[config.mk]
export PLATFORM = sky130hd
export DESIGN_NAME = fetch_stage_flat
export DESIGN_NICKNAME = d
export VERILOG_FILES = /design/src/rtl/fetch_stage_pkg.sv /design/src/rtl/fetch_stage_if.sv /design/src/rtl/fetch_stage_if_id_reg.sv /design/src/rtl/fetch_stage.sv /design/src/flat_wrapper.sv
export SDC_FILE = /design/constraint.sdc
export NUM_CORES = 1
export LEC_CHECK = 0
export CORE_MARGIN = 2
export CORE_UTILIZATION = 40
export DETAILED_ROUTE_END_ITERATION = 10
export PLACE_DENSITY = 0.89
export SETUP_SLACK_MARGIN = 0.2
export SYNTH_ARGS = -nofsm -noshare
export SYNTH_HDL_FRONTEND = slang
export SYNTH_SLANG_ARGS = --single-unit
export TNS_END_PERCENT = 1
[constraint.sdc]
create_clock -name clk -period 5.6 [get_ports clk]
set_clock_uncertainty 0.05 [all_clocks]
set_input_delay 1.68 -clock clk [delete_from_list [all_inputs] [get_ports clk]]
set_output_delay 1.68 -clock clk [all_outputs]
set_load 0.05 [all_outputs]
[src/rtl/fetch_stage_pkg.sv]
// Shared constants, state encoding and helpers for the MIPS instruction-fetch stage.
package fetch_stage_pkg;

    localparam int unsigned XLEN = 32;

    localparam logic [XLEN-1:0] DEF_PROGRAM_START = 32'h0040_0020;
    localparam logic [XLEN-1:0] DEF_NOP_INSTR     = 32'h0000_0000;
    localparam logic [XLEN-1:0] WORD_BYTES        = 32'd4;

    typedef enum logic {
        ST_RUN    = 1'b0,
        ST_HALTED = 1'b1
    } fetch_state_e;

    // Drop the byte offset so every loaded PC is word aligned.
    function automatic logic [XLEN-1:0] align_word(input logic [XLEN-1:0] addr);
        return {addr[XLEN-1:2], 2'b00};
    endfunction

endpackage

[src/rtl/fetch_stage_if.sv]
// Control/redirect inputs, instruction-memory port and IF/ID outputs of the fetch stage.
interface fetch_stage_if;
    import fetch_stage_pkg::*;

    logic            stall;
    logic            flush;
    logic            branch_taken;
    logic [XLEN-1:0] branch_target;
    logic            jump;
    logic [XLEN-1:0] jump_target;
    logic            halt;
    logic [XLEN-1:0] instr_in;
    logic [XLEN-1:0] pc_out;
    logic [XLEN-1:0] if_id_instr;
    logic [XLEN-1:0] if_id_pc_plus4;
    logic            if_id_valid;
    logic            halted;

    // Drives decode/hazard requests and the memory return path.
    modport master (
        output stall, flush, branch_taken, branch_target, jump, jump_target, halt, instr_in,
        input  pc_out, if_id_instr, if_id_pc_plus4, if_id_valid, halted
    );

    // The fetch stage itself.
    modport slave (
        input  stall, flush, branch_taken, branch_target, jump, jump_target, halt, instr_in,
        output pc_out, if_id_instr, if_id_pc_plus4, if_id_valid, halted
    );
endinterface

[src/rtl/fetch_stage_if_id_reg.sv]
// IF/ID pipeline register: holds when disabled, loads a bubble (pc_plus4 kept) or a fetched word.
module fetch_stage_if_id_reg
    import fetch_stage_pkg::*;
#(
    parameter logic [XLEN-1:0] NOP_INSTR = DEF_NOP_INSTR
) (
    input  logic            clk,
    input  logic            rst,
    input  logic            i_enable,
    input  logic            i_bubble,
    input  logic [XLEN-1:0] i_instr,
    input  logic [XLEN-1:0] i_pc_plus4,
    output logic [XLEN-1:0] o_instr,
    output logic [XLEN-1:0] o_pc_plus4,
    output logic            o_valid
);

    logic [XLEN-1:0] r_instr;
    logic [XLEN-1:0] r_pc_plus4;
    logic            r_valid;

    always_ff @(posedge clk) begin
        if (rst) begin
            r_instr    <= NOP_INSTR;
            r_pc_plus4 <= '0;
            r_valid    <= 1'b0;
        end else if (i_enable) begin
            if (i_bubble) begin
                r_instr <= NOP_INSTR;
                r_valid <= 1'b0;
            end else begin
                r_instr    <= i_instr;
                r_pc_plus4 <= i_pc_plus4;
                r_valid    <= 1'b1;
            end
        end
    end

    assign o_instr    = r_instr;
    assign o_pc_plus4 = r_pc_plus4;
    assign o_valid    = r_valid;

endmodule

[src/rtl/fetch_stage.sv]
// IF stage: program counter, next-PC selection, RUN/HALTED control and the IF/ID register.
module fetch_stage
    import fetch_stage_pkg::*;
#(
    parameter logic [XLEN-1:0] PROGRAM_START = DEF_PROGRAM_START,
    parameter logic [XLEN-1:0] NOP_INSTR     = DEF_NOP_INSTR
) (
    input  logic           clk,
    input  logic           rst,
    fetch_stage_if.slave   fe
);

    fetch_state_e    r_state;
    fetch_state_e    w_state_next;
    logic [XLEN-1:0] r_pc;
    logic [XLEN-1:0] w_pc_next;
    logic [XLEN-1:0] w_pc_plus4;
    logic [XLEN-1:0] w_redirect_target;
    logic            w_redirect;
    logic            w_ifid_enable;
    logic            w_ifid_bubble;

    assign w_pc_plus4        = XLEN'(r_pc + WORD_BYTES);
    assign w_redirect        = fe.jump | fe.branch_taken;
    assign w_redirect_target = align_word(fe.jump ? fe.jump_target : fe.branch_target);

    always_ff @(posedge clk) begin
        if (rst) begin
            r_state <= ST_RUN;
            r_pc    <= PROGRAM_START;
        end else begin
            r_state <= w_state_next;
            r_pc    <= w_pc_next;
        end
    end

    // Priority in RUN: halt, redirect (beats stall), stall, flush, sequential fetch.
    always_comb begin
        w_state_next  = r_state;
        w_pc_next     = r_pc;
        w_ifid_enable = 1'b0;
        w_ifid_bubble = 1'b0;
        case (r_state)
            ST_RUN: begin
                if (fe.halt) begin
                    w_state_next  = ST_HALTED;
                    w_ifid_enable = 1'b1;
                    w_ifid_bubble = 1'b1;
                end else if (w_redirect) begin
                    w_pc_next     = w_redirect_target;
                    w_ifid_enable = 1'b1;
                    w_ifid_bubble = 1'b1;
                end else if (!fe.stall) begin
                    w_pc_next     = w_pc_plus4;
                    w_ifid_enable = 1'b1;
                    w_ifid_bubble = fe.flush;
                end
            end
            ST_HALTED: begin
                w_ifid_enable = 1'b1;
                w_ifid_bubble = 1'b1;
            end
            default: begin
                w_state_next = ST_RUN;
            end
        endcase
    end

    fetch_stage_if_id_reg #(
        .NOP_INSTR (NOP_INSTR)
    ) u_if_id_reg (
        .clk        (clk),
        .rst        (rst),
        .i_enable   (w_ifid_enable),
        .i_bubble   (w_ifid_bubble),
        .i_instr    (fe.instr_in),
        .i_pc_plus4 (w_pc_plus4),
        .o_instr    (fe.if_id_instr),
        .o_pc_plus4 (fe.if_id_pc_plus4),
        .o_valid    (fe.if_id_valid)
    );

    assign fe.pc_out = r_pc;
    assign fe.halted = (r_state == ST_HALTED);

endmodule

[src/flat_wrapper.sv]
// flat-port wrapper written by rule: the top's interface ports become plain ports
module fetch_stage_flat import fetch_stage_pkg::*;
#(
    parameter logic [XLEN-1:0] PROGRAM_START = DEF_PROGRAM_START,
    parameter logic [XLEN-1:0] NOP_INSTR     = DEF_NOP_INSTR
)
  (clk, rst, fe_stall, fe_flush, fe_branch_taken, fe_branch_target, fe_jump, fe_jump_target, fe_halt, fe_instr_in, fe_pc_out, fe_if_id_instr, fe_if_id_pc_plus4, fe_if_id_valid, fe_halted);
  fetch_stage_if fe_i ();
  input  logic clk;
  input  logic rst;
  input wire logic [$bits(fe_i.stall)-1:0] fe_stall;
  input wire logic [$bits(fe_i.flush)-1:0] fe_flush;
  input wire logic [$bits(fe_i.branch_taken)-1:0] fe_branch_taken;
  input wire logic [$bits(fe_i.branch_target)-1:0] fe_branch_target;
  input wire logic [$bits(fe_i.jump)-1:0] fe_jump;
  input wire logic [$bits(fe_i.jump_target)-1:0] fe_jump_target;
  input wire logic [$bits(fe_i.halt)-1:0] fe_halt;
  input wire logic [$bits(fe_i.instr_in)-1:0] fe_instr_in;
  output wire logic [$bits(fe_i.pc_out)-1:0] fe_pc_out;
  output wire logic [$bits(fe_i.if_id_instr)-1:0] fe_if_id_instr;
  output wire logic [$bits(fe_i.if_id_pc_plus4)-1:0] fe_if_id_pc_plus4;
  output wire logic [$bits(fe_i.if_id_valid)-1:0] fe_if_id_valid;
  output wire logic [$bits(fe_i.halted)-1:0] fe_halted;
  assign fe_i.stall = fe_stall;
  assign fe_i.flush = fe_flush;
  assign fe_i.branch_taken = fe_branch_taken;
  assign fe_i.branch_target = fe_branch_target;
  assign fe_i.jump = fe_jump;
  assign fe_i.jump_target = fe_jump_target;
  assign fe_i.halt = fe_halt;
  assign fe_i.instr_in = fe_instr_in;
  assign fe_pc_out = fe_i.pc_out;
  assign fe_if_id_instr = fe_i.if_id_instr;
  assign fe_if_id_pc_plus4 = fe_i.if_id_pc_plus4;
  assign fe_if_id_valid = fe_i.if_id_valid;
  assign fe_halted = fe_i.halted;
  fetch_stage #(.PROGRAM_START(PROGRAM_START), .NOP_INSTR(NOP_INSTR)) u_core (.clk(clk), .rst(rst), .fe(fe_i));
endmodule
Word level (Yosys, flattened, before mapping)
Cells that the tools add are included.
{"block": "totals", "inputBits": 103, "word_cells": 28, "register_bits": 98, "out_inout_bits": 98}
{"block": "op_classes", "reduce_logical": 2, "bitwise_logic": 4, "n_mux": 15, "add_sub_neg": 1, "n_eq_ne": 1}
{"cell": "32-bit two-way mux", "n": 4}
{"cell": "32-bit by 3-bit adder with 32-bit output, second input constant", "n": 1}
{"cell": "1-bit two-way mux", "n": 9}
{"cell": "1-bit one-hot mux with 2 select lines", "n": 2}
{"cell": "1-bit NOT", "n": 3}
{"cell": "3-bit AND reduction", "n": 1}
{"cell": "2-bit by 1-bit != test with 1-bit output, second input constant", "n": 1}
{"cell": "2-bit AND reduction", "n": 1}
{"cell": "1-bit bitwise OR", "n": 1}

Longest topological paths before layout
Gate-level depths: netlist of the first run.
{"block": "depth", "depth_word": 6, "depth_mapped": 8, "depth_no_buf": 6}

Modules after synthesis
Synthesis of the first run repeated with hierarchy kept, for this count alone.
{"block": "unflattened", "hier_cells": 650, "hier_area_um2": 5516.5}
{"module": "fetch_stage_if_id_reg", "area_each_um2": 2875.3, "instances": 1, "seq_area_each_um2": 1301.2, "cells_per_inst": 291}
{"module": "fetch_stage", "area_each_um2": 2641.3, "instances": 1, "seq_area_each_um2": 620.6, "cells_per_inst": 359}

Least setup slack after synthesis of the first run
Ideal clock, no wire load.
{"block": "synth_path", "path_type": "input-to-reg", "from": "input fe_jump", "to": "register u_core.r_pc[14] (netlist: u_core.fe.pc_out[14])", "path_slack_ns": 2.381, "n_path_buf": 3, "path_stages": 7, "required_ns": 5.422, "t_arrival_ns": 3.042, "setup_ns": 0.128, "path_cell_list": "buf_2 -> or3b_2 -> nand2_1 -> buf_2 -> buf_2 -> a2bb2oi_1 -> nor2_1"}
{"block": "synth_via", "elab_chain_len": 3, "elab_cells_between_ends": 5, "cone_classes": "eq/ne (1); mux (2); bitwise (1); reduce/logical (1)"}
{"element": "start, declared", "line_no": "flat_wrapper.sv:15", "source": "input wire logic [$bits(fe_i.jump)-1:0] fe_jump;"}
{"element": "1-bit bitwise OR", "line_no": "fetch_stage.sv:24", "source": "assign w_redirect = fe.jump | fe.branch_taken;"}
{"element": "2-bit by 1-bit != test with 1-bit output (no line)"}
{"element": "3-bit AND reduction (no line)"}
{"element": "end signal, assigned", "line_no": "fetch_stage.sv:33", "source": "r_pc <= w_pc_next;"}
{"element": "end, declared", "line_no": "fetch_stage.sv:15", "source": "logic [XLEN-1:0] r_pc;"}
Several ways; a longest one is shown, not always the timed one.
A chain may end at the register's enable or synchronous reset.

Worst setup path after layout of the first run
{"block": "layout_path", "from": "input fe_jump", "to": "register u_core.r_pc[24] (netlist: u_core.fe.pc_out[24])"}
Same word-level chain as after synthesis.

==> results.txt, run 1 <==
The flow ran to the end, and the final reports show no timing, DRC or antenna violations. The maximum resistive drop on vdd came out at 0.000167 V. The min-delay analysis places its worst path in the category flop to flop. The upper clock frequency limit came out at 239 MHz.

The multi-input logic area came out at 2500 um^2. Of the cells placed in the final design, the portion with a size suffix greater than 1 is 0.0606. For this run, global-route usage on met1 was measured as 0.278. For this run, the leading register cell type out of synthesis is dfxtp_1. The number of enable-type register cells in the synthesized netlist came out at 0. The DRC violations left is 0. The number of buffers between clock root and the deepest sink is 2.

In the final timing run, aggregate negative setup slack is 0 ns. For this run, the total global-route usage over all layers was measured as 0.252. The worst path arrival time came out at 4.35 ns. At the worst endpoint, the required time is 5.77 ns. The slowest stage of the critical path belongs to the cell clkdlybuf4s50_1. The largest net degree at the start of global routing is 71. The number of optimization iterations in the first detailed-route pass is 6. The post-synthesis average cell area is 8.37 um^2. The largest fanout on the critical path is 24. The setup path with the least slack is of type input pin to flop.

After technology mapping, the gate count stands at 554. 0 antenna diodes ended up in the layout. The count of nets left with antenna violations after detail routing is 0. The number of setup buffers added after CTS is 0. Counting distinct cell types in the post-synthesis netlist gives 63.

The final hold violation count was 0. The initial core utilization came out at 0.408. The post-cts repair resize count came out at 0. The register bit count reported by yosys came out at 94. The total grt overflow is 0.

The setup-violating endpoint count in the final report came out at 0. The number of pins exceeding their max-slew limit in the final report came out at 0. The top cell types in the final layout, fill and taps aside, are 191 x clkdlybuf4s50_1, 94 x dfxtp_1, 72 x nor2_1, 44 x o21ai_0, 41 x a21oi_1. The most utilized layer in the global route result is met2.

The number of cell rows came out at 39. The proportion of synthesized chip area in sequential cells came out at 0.406. Across the run, the number of max-cap violations was 0.

During placement, the flow inserted port buffers numbering 192. For the pin with the worst max-slew slack, the measured transition is 0.865 ns. The layout net count came out at 825. The final route contains 5065 vias. The average via count per standard cell came out at 5.83. CTS saw 94 sinks. The number of warning messages in the yosys log is 0. The global placer's final weighted congestion came out at 0.884. Setup repair after global routing left no endpoint under its margin. The post-DP HPWL came out at 11700 um. The insertion delay to the later sink of the worst-skew pair came out at 0.35 ns.

In this run the clock root is driven by a clkbuf_16. For this run, the slowest stage of the critical path takes 0.77 ns. The routed length per placed instance came out at 18.6 um. In this run the standard cell core region covers 11400 um^2.

The power per cell area came out at 241 nW/um^2. The wire length of the first global-routing pass is 25600 um. After the first detailed-routing iteration, the DRC count stood at 428.

The nature of the critical path startpoint is an input pin. Power comes to 1.67 mW. Of all flip-flops after synthesis, the portion carrying an async set or reset was 0. The detailed-route wire length is 16200 um.

The number of filler instances in the final layout is 947. The area growth from synthesis to layout is 49.0%. The family of cells with the greatest summed delay on the critical path is simple AND/OR/NAND/NOR gates. The post-synthesis instance area came out at 4640 um^2. In the finished design, the share of the clock period the worst path needs comes to 0.747. Measured against its own limit, the worst slew margin works out to 0.422. The global routing met3 resource utilization came out at 0.0844. The worst setup path is captured at a flop. TritonCTS built the clock tree. Leaving out fill and tap cells, the most frequent cell in the layout is clkdlybuf4s50_1. The die covers 12500 um^2.

The number of global-route vias before repair is 5083. The signal on the critical path passes through clkdlybuf4s50_1 -> or3b_2 -> nand2_1 -> buf_4 -> nor3_1 -> a31oi_1 -> o211ai_1. The initial antenna violation count came out at 0. The minimum period implied by the final worst setup slack is 4.18 ns. The number of buffers added by the clock tree synthesis step is 9. The H-tree was split into 3 levels.

After clock tree synthesis, the clock-pin slew on the worst setup and hold paths is 0.06 ns. The cts-stage hold buffer count is 0. The vertical extent of the die is 112 um. The storage element area is 1880 um^2. The buffering stage count on the worst path with inverters included is 2.

The boundary pin count came out at 201. The overall die width is 112 um. The analysis attributes to cell leakage a power of 2.36 nW.

The routing usage on met2 came out at 0.440.
## cells in the mapped netlist (2+ instances only)
library cell / n / share of area
o22ai_1: 2 / 0.0027
clkbuf_1: 35 / 0.028
mux2i_1: 4 / 0.0086
clkbuf_2: 2 / 0.0022
o31a_1: 2 / 0.0038
inv_1: 10 / 0.0081
a21oi_1: 42 / 0.045
buf_6: 2 / 0.0049
xnor2_1: 15 / 0.028
nand4_1: 9 / 0.012
nor4_1: 6 / 0.0081
o32ai_1: 3 / 0.0057
a22o_1: 4 / 0.0076
buf_2: 7 / 0.0076
a2bb2oi_1: 3 / 0.0057
a211oi_1: 12 / 0.019
and2_1: 4 / 0.0054
or4_1: 5 / 0.0081
a221o_1: 5 / 0.011
a31oi_1: 6 / 0.0081
nor4_4: 3 / 0.014
nand3_1: 20 / 0.022
a222oi_1: 2 / 0.0043
a22oi_1: 40 / 0.065
o211ai_1: 11 / 0.018
nor2_1: 73 / 0.059
a21o_1: 3 / 0.0049
o21ai_0: 44 / 0.047
nor3_1: 9 / 0.0097
and3_1: 4 / 0.0054
xor2_1: 12 / 0.023
and4_1: 2 / 0.0038
nand2_1: 22 / 0.018
buf_4: 4 / 0.0065
o41ai_1: 2 / 0.0038
nor4b_1: 2 / 0.0038
o311ai_0: 2 / 0.0038
dfxtp_1: 94 / 0.41
a221oi_1: 3 / 0.0057
## through the flow
stage                     hold slack (ns)  instances   util  instance area, um^2  setup WS [ns]
after floorplan                     0.662        557      -                 4650           2.38
after global placement              0.426        853  0.581                 6610           1.15
after detailed placement            0.436        853  0.581                 6610           1.11
after CTS                           0.452        869  0.608                 6910           1.46
after global routing                0.476        869  0.608                 6910           1.23
final                               0.452        869  0.608                 6910           1.42
## kinds of logic (layout without fill, tap and decap cells)
group	Yosys count	in the layout	share of synthesized area
AO/OA/AOI/OAI	192	192	0.274
AND/OR/NAND/NOR	172	172	0.196
flip-flops	94	94	0.406
buffers and inverters	62	231	0.0591
XOR/XNOR	27	27	0.0510
multiplexers	5	5	0.0111
adder cells (fa/ha/maj)	1	1	0.00270
other	1	4	0.000809
## cell type report
cell class              count  share of cell area
inverters                  11             0.00598
well taps                 143              0.0259
flip-flops and latches     94               0.272
multi-input cells         401               0.362
clock buffers              13              0.0377
clock inverters             3             0.00616
repair buffers            204               0.290
## worst min-delay path, stage by stage (launching register included)
cell	delay (ns)
dfxtp_1	0.33
a22oi_1	0.06
nor2_1	0.07
## path summary, 6_finish.rpt
check / startpoint / endpoint / slack [ns] / depth (start not counted)
setup / recovery: fe_jump / u_core.fe.pc_out[24]$_SDFFE_PP0P_ / 1.42 / 7
hold / removal: u_core.u_if_id_reg.o_instr[27]$_SDFFE_PP0P_ / u_core.u_if_id_reg.o_instr[27]$_SDFFE_PP0P_ / 0.45 / 2
setup reg to reg: u_core.fe.pc_out[2]$_SDFFE_PP0P_ / u_core.fe.pc_out[28]$_SDFFE_PP0P_ / 3.23 / 6
hold reg to reg: u_core.u_if_id_reg.o_instr[27]$_SDFFE_PP0P_ / u_core.u_if_id_reg.o_instr[27]$_SDFFE_PP0P_ / 0.45 / 2
## flip-flops by register name (all words and copies together) (netlist names)
| register | cells |
|---|---|
| u_core.u_if_id_reg.o_instr | 32 |
| u_core.u_if_id_reg.o_pc_plus4 | 30 |
| u_core.fe.halted | 1 |
| u_core.fe.pc_out | 30 |
| u_core.u_if_id_reg.o_valid | 1 |
## power breakdown
part | internal (mW) | switching, mW | leakage [nW]
sequential | 0.689 | 0.0327 | 0.763
clock | 0.370 | 0.259 | 0.146
combinational | 0.137 | 0.177 | 1.45
## per-layer routing
layer | wire length [um] | vias up
li1 | - | 2374
met1 | 6100 | 2380
met2 | 7910 | 260
met3 | 1500 | 51
met4 | 637 | 0
met5 | 0 | -
Note: power is estimated with default switching activity, not from simulation.
==> run 2: changes to the inputs <==
==> constraint.sdc (replaced) <==
create_clock -name clk -period 4.3 [get_ports clk]
set_clock_uncertainty 0.05 [all_clocks]
set_input_delay 1.29 -clock clk [delete_from_list [all_inputs] [get_ports clk]]
set_output_delay 1.29 -clock clk [all_outputs]
set_load 0.05 [all_outputs]
==> run 2 against run 1 <==
Clock power grew 44%. Global-route usage grew 0.13 points. Non-clock buffer count grew 2. Register-to-register slack lost 1.3 ns. Routed wire length grew 0.16%. Critical path type unchanged. Critical endpoint is now u_core.fe.pc_out[21]$_SDFFE_PP0P_. Largest power group unchanged.
==> results.txt, run 2 (synthesis results as in run 1) <==
The boundary pin count is 201. The total grt overflow came out at 0. The H-tree level count came out at 3.

The number of max-capacitance violations reported is 0. The number of pins exceeding their max-slew limit in the final report is 0. Before antenna repair, the detailed router went through 6 iterations.

The die is 112 um wide. The initial antenna violation count was 0. The detailed-route wire length came out at 16200 um.

The cts-stage hold buffer count is 0. The critical path required time is 4.53 ns. For the worst setup path, the data arrival time is 3.53 ns.

The number of global-route vias before repair came out at 5056. The global placer's final weighted congestion came out at 0.904. Dividing the detail-routed wire length by the instance count gives 18.6 um. The number of buffers between clock root and the deepest sink is 2.

The setup-violating endpoint count in the final report is 0. The standby leakage power came out at 2.40 nW. For this block, the initial DRC count from the detailed router was 541. The flow ran to the end, and the final reports show no timing, DRC or antenna violations. The insertion delay to the later sink of the worst-skew pair came out at 0.34 ns. Setup repair after global routing left no endpoint under its margin. For the pin with the worst max-slew slack, the measured transition is 0.796 ns.

Across every metal layer, demand over resource in global routing totals 0.254. The power per cell area came out at 324 nW/um^2. In this run the clock root is driven by a clkbuf_16.

The storage element area came out at 1880 um^2. Leaving out fill and tap cells, the most frequent cell in the layout is clkdlybuf4s50_1. The DRC violations left is 0. Dividing the final minimum period by the clock period gives 0.768. The number of buffers added by the clock tree synthesis step is 9. The net count of the finished layout is 827. The die covers 12500 um^2.

The worst setup path is captured at a flop. The largest fanout on the critical path came out at 12. The final hold violation count is 0. The wire length of the first global-routing pass came out at 25600 um. STA classifies the critical path startpoint as an input pin. VDD sags by at most 0.000184 V. At the placement stage, the worst setup path has a slack of 0.741 ns. The antenna diode instance count came out at 0. The routed layout has 5121 vias. The flip-flop count of the largest register after layout is 32. In the layout the commonest cells are 191 x clkdlybuf4s50_1, 94 x dfxtp_1, 72 x nor2_1, 44 x o21ai_0, 41 x a21oi_1. Counting every sink on the clock net gives 94. The count of nets left with antenna violations after detail routing came out at 0.

The final hold slack came out at 0.449 ns. The setup slack of the critical path after layout came out at 0.997 ns. The number of filler instances in the final layout is 958. The min-delay analysis places its worst path in the category flop to flop. The register clock-pin slew on the reported worst setup and hold paths came out at 0.07 ns. The post-cts repair resize count came out at 0.

TritonCTS built the clock tree. Entering global routing, the biggest net connects 71 pins. The worst slew slack as a fraction of its limit came out at 0.469.

The sum of negative setup slack came out at 0 ns. The multi-input logic area came out at 2500 um^2. The initial core utilization is 0.408. The floorplan step set the die height to 112 um. The number of buffers inserted by port buffering came out at 192. The type of the worst setup path is input pin to flop. The share of final-layout standard cells stronger than drive strength 1 is 0.0659.

The area of the placeable core came out at 11400 um^2. The minimum period implied by the final worst setup slack came out at 3.30 ns. The upper clock frequency limit came out at 303 MHz. In the routed layout, each cell is associated on average with a via count of 5.88.

Once detailed placement completed, the half-perimeter wirelength came to 11800 um. The post-CTS setup-driven buffer insertion count is 0. The area growth from synthesis to layout is 50.5%.

The floorplan has 39 rows. The core utilization of the finished layout came out at 0.614.
==> run 2: changes by cell type in the layout (fill, tap and decap cells not counted), sizes merged <==
cell	delta
buf	+2
bufinv	+1
clkbuf	-1
clkinv	+1
clkinvlp	-1
==> run 2: power by group <==
group	internal, mW	switching (mW)
Sequential	0.897	0.0424
Clock	0.560	0.348
Combinational	0.181	0.233
==> run 2: final timing paths <==
| check | from | endpoint | slack (ns) | cells past startpoint |
|---|---|---|---|---|
| worst min register to register | u_core.u_if_id_reg.o_pc_plus4[29]$_SDFFE_PP0P_ | u_core.u_if_id_reg.o_pc_plus4[29]$_SDFFE_PP0P_ | 0.45 | 2 |
| worst max register to register | u_core.fe.pc_out[7]$_SDFFE_PP0P_ | u_core.fe.pc_out[29]$_SDFFE_PP0P_ | 1.95 | 5 |
| worst max-delay path | fe_jump | u_core.fe.pc_out[21]$_SDFFE_PP0P_ | 1.0 | 7 |
| worst min-delay path | u_core.u_if_id_reg.o_pc_plus4[29]$_SDFFE_PP0P_ | u_core.u_if_id_reg.o_pc_plus4[29]$_SDFFE_PP0P_ | 0.45 | 2 |
==> run 2: metrics by stage <==
stage	total power [mW]	area, um^2	std cells
after floorplan	1.17	4650	557
after global placement	1.36	6640	855
after detailed placement	1.37	6640	855
after CTS	2.26	6980	871
after global routing	2.34	6980	871
final	2.26	6980	871
==> run 2: cell type report <==
cell class	count	area share
Multi-Input combinational cell	401	0.358
Timing Repair Buffer	206	0.292
Sequential cell	94	0.270
Clock buffer	12	0.0382
Tap cell	143	0.0256
Clock inverter	4	0.0111
Inverter	11	0.00592
==> run 2: per-layer routing <==
metal | wire length (um) | GRT usage | share of wire
met5 | 0 | 0 | 0
met4 | 533 | 0.105 | 0.033
met3 | 1820 | 0.0953 | 0.11
met2 | 7980 | 0.439 | 0.49
met1 | 5850 | 0.280 | 0.36
==> run 2: worst max-delay path, cell delays in order <==
cell,delay [ns]
clkdlybuf4s50_1,0.69
buf_4,0.28
nor2_1,0.09
a21oi_2,0.50
nand2_1,0.20
a221oi_1,0.32
o2bb2ai_1,0.15
==> run 3: changes to the inputs <==
--- a/config.mk
+++ b/config.mk
@@ -6,9 +6,9 @@
 export NUM_CORES = 1
 export LEC_CHECK = 0
 export CORE_MARGIN = 2
-export CORE_UTILIZATION = 40
+export CORE_UTILIZATION = 39
 export DETAILED_ROUTE_END_ITERATION = 10
-export PLACE_DENSITY = 0.89
+export PLACE_DENSITY = 0.9
 export SETUP_SLACK_MARGIN = 0.2
 export SYNTH_ARGS = -nofsm -noshare
 export SYNTH_HDL_FRONTEND = slang
==> constraint.sdc (replaced) <==
create_clock -name clk -period 2.82 [get_ports clk]
set_clock_uncertainty 0.05 [all_clocks]
set_input_delay 0.846 -clock clk [delete_from_list [all_inputs] [get_ports clk]]
set_output_delay 0.846 -clock clk [all_outputs]
set_load 0.05 [all_outputs]
==> run 3 against run 2 <==
The run now ends with design-rule violations left. Sequential share of layout area shrank 0.55 points. Sequential power grew 52%. Final cell count grew 1.6%. Flip-flop and latch count is the same. First-iteration DRC count shrank 26%. Register-to-register slack lost 1.4 ns. Utilization grew 0.48 points. Highest routed layer unchanged.
==> results.txt, run 3 (synthesis results as in run 1) <==
The largest fanout on the critical path came out at 8. Summing all multi-input logic gate instances after layout gives 2500 um^2. The average via count per standard cell is 5.67.

The final hold violation count is 0. The fraction of power consumed by sequential logic came out at 0.427. The initial antenna violation count came out at 0. The detailed-route wire length came out at 16300 um. At the end of the flow, the number of nets in the layout was 842.

The worst slew slack as a fraction of its limit is 0.606. The number of buffers between clock root and the deepest sink is 2. The floorplan die area is 12800 um^2. The clock network fraction of design power is 0.376. The number of global-route vias before repair came out at 5005.

The cts-stage hold buffer count came out at 0. In this run the worst setup path terminates at fe_pc_out[16]. The insertion delay to the later sink of the worst-skew pair is 0.35 ns. The internal cell power came out at 2.39 mW. Before CTS, the worst setup slack after placement is 0.00849 ns.

The minimum period implied by the final worst setup slack came out at 2.64 ns. After clock tree synthesis, the clock-pin slew on the worst setup and hold paths is 0.06 ns. The flow ran to the end, but the final reports show violations. The nature of the critical path startpoint is a flop.

The floorplan has 39 rows. Setup violations remaining at the end of the flow were counted as 0. The area of the placeable core is 11500 um^2. Relative to the synthesized area, the layout overhead comes to 53.6%. The global placer's final weighted congestion came out at 0.857. The post-DP HPWL came out at 11900 um. The post-cts repair resize count is 1.

In this run the critical register-to-register path is launched from u_core.fe.pc_out[7]$_SDFFE_PP0P_. The number of cells on the worst hold path came out at 2. The first global-routing pass estimated 25700 um of wire. The clock net in this run drives a total of 94 sinks. Setup repair after global routing could not meet its margin everywhere. The number of buffers inserted by port buffering is 192.

The count of nets left with antenna violations after detail routing came out at 0. The delay of the slowest cell on the worst path is 0.92 ns. The post-CTS setup-driven buffer insertion count came out at 0. Timing would allow up to 379 MHz. The standby leakage power came out at 2.49 nW. 0 antenna diodes ended up in the layout. The share of power burned in combinational logic is 0.196. The source of the critical timing path is u_core.fe.pc_out[16]$_SDFFE_PP0P_. The total grt overflow is 0. The critical path required time came out at 1.92 ns. The total number of vias came out at 5017.

The slowest stage of the critical path is the clkdlybuf4s50_1 cell. The switching power summed over all nets came out at 0.947 mW. The most frequent standard cell in the layout excluding fill and tap cells is clkdlybuf4s50_1. The design area came out at 7120 um^2. In the final layout, the share of cells above drive strength 1 is 0.0822. In this run the cell area measured after placement is 6820 um^2. The boundary pin count came out at 201.

The largest net degree at the start of global routing came out at 37. In the final timing run, aggregate negative setup slack is 0 ns. The number of pins exceeding their max-slew limit in the final report was 0. The checks that failed: design-rule violations. For this configuration, the core starts out at a cell density of 0.403. In this run, CTS created clock tree buffers numbering 9. The minimum setup slack among reg-to-reg paths came out at 0.57 ns. The storage element area came out at 1880 um^2. The filler cells instantiated in the layout total 973. After detailed routing, the number of remaining DRC violations is 11. The slew at the pin with the worst max-slew slack is 0.589 ns. The worst reg2reg path endpoint is u_core.fe.pc_out[28]$_SDFFE_PP0P_. VDD sags by at most 0.000274 V. The worst setup path is captured at an output pin. The H-tree level count came out at 3. For the worst setup path, the data arrival time is 1.74 ns. Of the total power, the share spent switching nets is 0.284.

The kind of cell with the highest combined delay along the critical path is buffers and inverters. Dividing the final minimum period by the clock period gives 0.935. The initial detailed-routing violation count came out at 399. The type of the worst setup path is flop to output pin. The setup slack of the critical path after layout is 0.184 ns.

The min-delay analysis places its worst path in the category flop to flop. The register with the most flip-flops in the layout has 32 of them. The buffering stage count on the worst path with inverters included came out at 1.

From left edge to right edge, the die measures 113 um. Power spread over the standard cell area amounts to 469 nW/um^2. In the layout the commonest cells are 189 x clkdlybuf4s50_1, 94 x dfxtp_1, 72 x nor2_1, 44 x o21ai_0, 41 x a21oi_1. The number of optimization iterations in the first detailed-route pass is 8. The routed length per placed instance is 18.5 um. The critical path goes through clkdlybuf4s50_1. The cell depth of the worst setup path came out at 1.

The CTS tree is done. The depth of the worst register-to-register path is 5. The vertical extent of the die came out at 113 um. The root buffer cell is clkbuf_16. The total global-route track usage is 0.254. The number of max-capacitance violations reported is 0.
==> run 3: final cells by class <==
type	instances	share of cell area
multi-input cells	401	0.351
repair buffers	221	0.312
flip-flops and latches	94	0.264
clock buffers	12	0.0360
well taps	143	0.0251
clock inverters	3	0.00615
inverters	11	0.00580
==> run 3: worst min-delay path by stage <==
stage,to,slack (ns),startpoint
floorplan,u_core.fe.pc_out[12]$_SDFFE_PP0P_,0.66,u_core.fe.pc_out[12]$_SDFFE_PP0P_
finish,u_core.u_if_id_reg.o_valid$_SDFFE_PP0P_,0.44,u_core.u_if_id_reg.o_valid$_SDFFE_PP0P_
detailed placement,u_core.u_if_id_reg.o_valid$_SDFFE_PP0P_,0.43,u_core.u_if_id_reg.o_valid$_SDFFE_PP0P_
global route,u_core.u_if_id_reg.o_pc_plus4[10]$_SDFFE_PP0P_,0.47,u_core.u_if_id_reg.o_pc_plus4[10]$_SDFFE_PP0P_
global placement,u_core.u_if_id_reg.o_valid$_SDFFE_PP0P_,0.42,u_core.u_if_id_reg.o_valid$_SDFFE_PP0P_
CTS,u_core.u_if_id_reg.o_valid$_SDFFE_PP0P_,0.45,u_core.u_if_id_reg.o_valid$_SDFFE_PP0P_
==> run 3: power groups by stage <==
stage	clock [mW]	combinational, mW	sequential (mW)
after floorplan	0	0.211	1.58
after global placement	0	0.644	1.45
after detailed placement	0	0.651	1.46
after CTS	1.28	0.654	1.43
after global routing	1.33	0.691	1.43
final	1.26	0.656	1.43
==> run 3: per-layer routing <==
metal	up-vias	share of wire	GRT usage
li1	2403	-	-
met1	2374	0.38	0.279
met2	219	0.51	0.459
met3	21	0.095	0.0830
met4	0	0.017	0.0870
met5	-	0	0
==> run 3: through the flow <==
step / total power, mW / std cells / hold slack, ns / utilization
floorplan: 1.79 / 557 / 0.662 / -
global placement: 2.10 / 870 / 0.415 / 0.592
detailed placement: 2.11 / 870 / 0.430 / 0.592
CTS: 3.36 / 885 / 0.446 / 0.618
global route: 3.45 / 885 / 0.475 / 0.619
finish: 3.34 / 885 / 0.440 / 0.619
